--- src/rtl/nes_bus_pkg.sv ---
// Shared NES system-bus constants and the OAM DMA state encoding.
package nes_bus_pkg;

  localparam logic [15:0] DMA_REG_ADDR_DEF  = 16'h4014;
  localparam logic [15:0] OAM_DATA_ADDR_DEF = 16'h2004;

  typedef enum logic [2:0] {
    ST_IDLE,
    ST_HALT,
    ST_ALIGN,
    ST_READ,
    ST_WRITE
  } dma_state_t;

endpackage

--- src/rtl/oam_dma_ctrl.sv ---
// OAM DMA controller: a CPU write to the DMA register copies one 256-byte page
// to the OAM data port, stalling the CPU and taking over the system bus.
module oam_dma_ctrl #(
  parameter logic [15:0] DMA_REG_ADDR  = nes_bus_pkg::DMA_REG_ADDR_DEF,
  parameter logic [15:0] OAM_DATA_ADDR = nes_bus_pkg::OAM_DATA_ADDR_DEF
) (
  input  logic        clk_ph1,
  input  logic        rst,
  input  logic [15:0] cpu_addr,
  input  logic        cpu_wr,
  input  logic [7:0]  cpu_dout,
  input  logic [7:0]  bus_din,
  output logic        cpu_rdy,
  output logic [15:0] bus_addr,
  output logic        bus_wr,
  output logic [7:0]  bus_dout,
  output logic        dma_busy
);

  import nes_bus_pkg::*;

  dma_state_t  state;
  logic        parity;
  logic [7:0]  page;
  logic [7:0]  idx;
  logic [7:0]  data_buf;

  always_ff @(posedge clk_ph1) begin
    if (!rst) begin
      state    <= ST_IDLE;
      parity   <= 1'b0;
      idx      <= '0;
      page     <= '0;
      data_buf <= '0;
    end else begin
      parity <= ~parity;
      case (state)
        ST_IDLE: begin
          if (cpu_wr && (cpu_addr == DMA_REG_ADDR)) begin
            page  <= cpu_dout;
            state <= ST_HALT;
          end
        end
        // An odd cycle at the end of HALT costs one extra alignment cycle.
        ST_HALT:  state <= parity ? ST_ALIGN : ST_READ;
        ST_ALIGN: state <= ST_READ;
        ST_READ: begin
          data_buf <= bus_din;
          state    <= ST_WRITE;
        end
        ST_WRITE: begin
          idx   <= idx + 8'd1;
          state <= (idx == 8'hFF) ? ST_IDLE : ST_READ;
        end
        default: state <= ST_IDLE;
      endcase
    end
  end

  // The CPU owns the bus until the first READ; idx never carries into page.
  always_comb begin
    bus_addr = cpu_addr;
    bus_wr   = cpu_wr;
    bus_dout = cpu_dout;
    case (state)
      ST_READ: begin
        bus_addr = {page, idx};
        bus_wr   = 1'b0;
        bus_dout = data_buf;
      end
      ST_WRITE: begin
        bus_addr = OAM_DATA_ADDR;
        bus_wr   = 1'b1;
        bus_dout = data_buf;
      end
      default: ;
    endcase
  end

  assign cpu_rdy  = (state == ST_IDLE);
  assign dma_busy = (state != ST_IDLE);

endmodule

--- config.mk ---
export PLATFORM = sky130hd
export DESIGN_NAME = oam_dma_ctrl
export DESIGN_NICKNAME = d
export VERILOG_FILES = /design/src/rtl/nes_bus_pkg.sv /design/src/rtl/oam_dma_ctrl.sv
export SDC_FILE = /design/constraint.sdc
export NUM_CORES = 1
export LEC_CHECK = 0
export ABC_CLOCK_PERIOD_IN_PS = 2200
export CAP_MARGIN = 20
export CORE_MARGIN = 5
export CORE_UTILIZATION = 42
export CTS_CLUSTER_SIZE = 16
export DETAILED_ROUTE_END_ITERATION = 8
export GPL_TIMING_DRIVEN = 0
export PLACE_DENSITY_LB_ADDON = 0.05
export SLEW_MARGIN = 30
export SYNTH_ARGS = -nofsm -noshare
export SYNTH_HDL_FRONTEND = slang
export SYNTH_SLANG_ARGS = --single-unit
--- constraint.sdc ---
create_clock -name clk_ph1 -period 2.2 [get_ports clk_ph1]
set_input_delay 0.55 -clock clk_ph1 [delete_from_list [all_inputs] [get_ports clk_ph1]]
set_output_delay 0.55 -clock clk_ph1 [all_outputs]
set_load 0.02 [all_outputs]
==> key figures <==
Logic synthesis
  – Mapped Avg Cell Area: 8.68 sq um
  – Syn_nets: 208
  – Post-Syn Area: 0.00149 sq mm
  – Post-Syn Instances: 172
  – Count of cell types in the netlist: 37
  – Ys Warns: 0
  – Main flop type after synthesis: dfxtp_1
  – Register area share after synthesis: 0.376
  – EDFF count, synth: 0
  – Post-synthesis async set-or-reset flop share: 0
  – FF+latch count, synth: 28

Placement
  – Placed Area: 0.00216 sq mm
  – PortBufs: 61
  – GP Congestion: 0.814
  – Pre-CTS setup slack: -367 ps
  – Post-DP HPWL: 3460 um
  – Dpl cells: 279

Timing
  – Setup violations, final: 18
  – Worst Max-Slew Pin Slew: 513 ps
  – Hold Vio Cnt, Final: 0
  – Final Worst Setup Slack: -70.0 ps
  – Clk_skew: 12.8 ps
  – Final slew viol count: 0
  – Tmin final: 2270 ps
  – RSZ-0062 raised after global routing: true
  – Tcrit/Tclk final: 1.03
  – Fmax: 441 MHz
  – Slew headroom: 0.658

CTS
  – CTS Buf Count: 3
  – Clk_lat worst skew: 350 ps
  – H-tree Lvls: 1
  – Post-CTS Hold Buffers: 0
  – CTS Root Buffer Type: clkbuf_4
  – Clock Path Buffers: 2
  – Worst-path clk slew: 140 ps
  – CTS tree: done
  – CTS Sinks: 28

Power
  – Pwr Total: 1.03 mW
  – PwrDens: 446 mW/mm^2
  – Worst VDD drop: 309 uV
  – Leak: 0.971 nW

Drt
  – Detail Route Antenna Nets: 0
  – Routed WL per cell: 16.5 um
  – DRC Markers: 0
  – Drt initial violations: 62
  – Vias per std cell: 5.39
  – Vias: 1573
  – Drt first pass iters: 4
  – Final WL: 4830 um

Final layout
  – Finished Cell Area: 0.00232 sq mm
  – Fin cells: 292
  – Nets: 283
  – Synth-to-layout area growth: 55.2%
  – Antenna diodes: 0
  – Share of cells above drive strength 1: 0.285

Run status
  – Outcome: finished, violations left
  – Failing checks: negative setup slack

Die
  – Die area: 0.00485 sq mm
  – Num ports: 62
  – Die H: 69.6 um
  – Area of the core: 0.00339 sq mm
  – FP Rows: 21
  – Starting Density: 0.440
  – Die width: 69.6 um

Worst hold path
  – Worst Hold Class: flip-flop to flip-flop

Critical path
  – Crit path kind: flip-flop to output port
  – Worst Path Arrival: 1720 ps
  – Crit. End Element: output port
  – CP max FO: 8
  – Critical path required time: 1650 ps
  – CP Launch Type: flip-flop

Global route
  – Vias in the first global route: 1655
  – Pin count of the biggest net entering global routing: 17
  – Antenna violations before repair: 0
  – First-pass GRT wire length: 8050 um
  – GRT Total Usage: 0.202
  – GR Overflow Total: 0

Flow run
  – Max Cap Viol: 0
[logic make-up after synthesis]
logic type / count (synthesis) / synth area share
AO/OA/AOI/OAI: 47 / 0.215
XOR/XNOR: 8 / 0.0469
adder cells (fa/ha/maj): 1 / 0.00838
buffers and inverters: 14 / 0.0486
flip-flops: 28 / 0.376
multiplexers: 8 / 0.0754
AND/OR/NAND/NOR: 66 / 0.231
[cell usage after synthesis, types with 3 or more instances]
master / number / area share
buf_2: 7 / 0.023
nand3_1: 3 / 0.010
clkbuf_1: 3 / 0.0075
o21ai_0: 10 / 0.034
a21oi_1: 17 / 0.057
dfxtp_1: 28 / 0.38
xor2_1: 6 / 0.035
nand4_1: 10 / 0.042
nor2_1: 11 / 0.028
a22o_1: 14 / 0.082
nand2_1: 26 / 0.065
mux2_4: 6 / 0.060
[worst paths after layout]
kind / from / end / slack, ps / depth (start not counted)
worst min-delay path: parity / parity / 420 / 1
worst max register to register: state[2] / idx[7] / 750 / 6
worst max-delay path: state[2] / bus_dout[5] / -70 / 5
worst min register to register: parity / parity / 420 / 1
[state kept, by name, indices dropped and copies added (netlist names)]
register  flops
data_buf      8
idx           8
page          8
state         3
parity        1
[layer usage]
layer | GRT usage | routed length [um]
met1 | 0.241 | 2140
met2 | 0.367 | 2360
met3 | 0.0464 | 281
met4 | 0.0447 | 55
met5 | 0 | 0
[layout by cell type, fill, tap and decap left out, types with 2 or more instances in the layout]
master           Yosys  layout
a21oi_1             17      17
a22o_1              14      14
and3_1               2       2
buf_2                7      16
buf_4                1      12
buf_6                1      13
clkbuf_1             3       2
clkbuf_4             0       3
clkdlybuf4s50_1      0      34
dfxtp_1             28      25
dfxtp_4              0       3
dlygate4sd2_1        0       2
mux2_2               2       2
mux2_4               6       6
nand2_1             26      24
nand2_2              0       2
nand3_1              3       3
nand4_1             10      10
nor2_1              11      10
nor2_4               0       2
o21ai_0             10      10
o22a_1               2       2
xnor2_1              2       2
xor2_1               6       6
[power by group]
group	internal (mW)	switching (mW)	leakage, nW
Sequential	0.505	0.000478	0.228
Combinational	0.104	0.0802	0.715
Clock	0.185	0.160	0.0279
[cell type report]
type,count,area (sq um)
clock buffers,3,22.5
clock inverters,1,30.0
multi-input cells,130,897
flip-flops and latches,28,572
fillers,274,1070
repair buffers,72,647
plain buffers,10,83.8
well taps,46,57.6
inverters,2,7.51
[worst max-delay path, cell delays in order, from the launching register on]
cell and delay, ps:
dfxtp_4 420, nor3b_4 280, nor2_4 100, buf_8 150
mux2_4 300, buf_6 130
[what timing repair did]
action,4_1_cts,5_1_grt
pin swaps,4,5
resized for setup,143,10
setup endpoints to repair,27,29
gates cloned,1,0
buffers inserted,7,4
[metrics by stage]
stage                     hold slack, ps  setup TNS [ps]  utilization
after floorplan                      387               0            -
after global placement               397           -6710        0.638
after detailed placement             397           -7850        0.638
after CTS                            417           -1390        0.685
after global routing                 437           -1840        0.684
final                                416            -671        0.684
No activity file was read; power rests on OpenSTA's default activity.
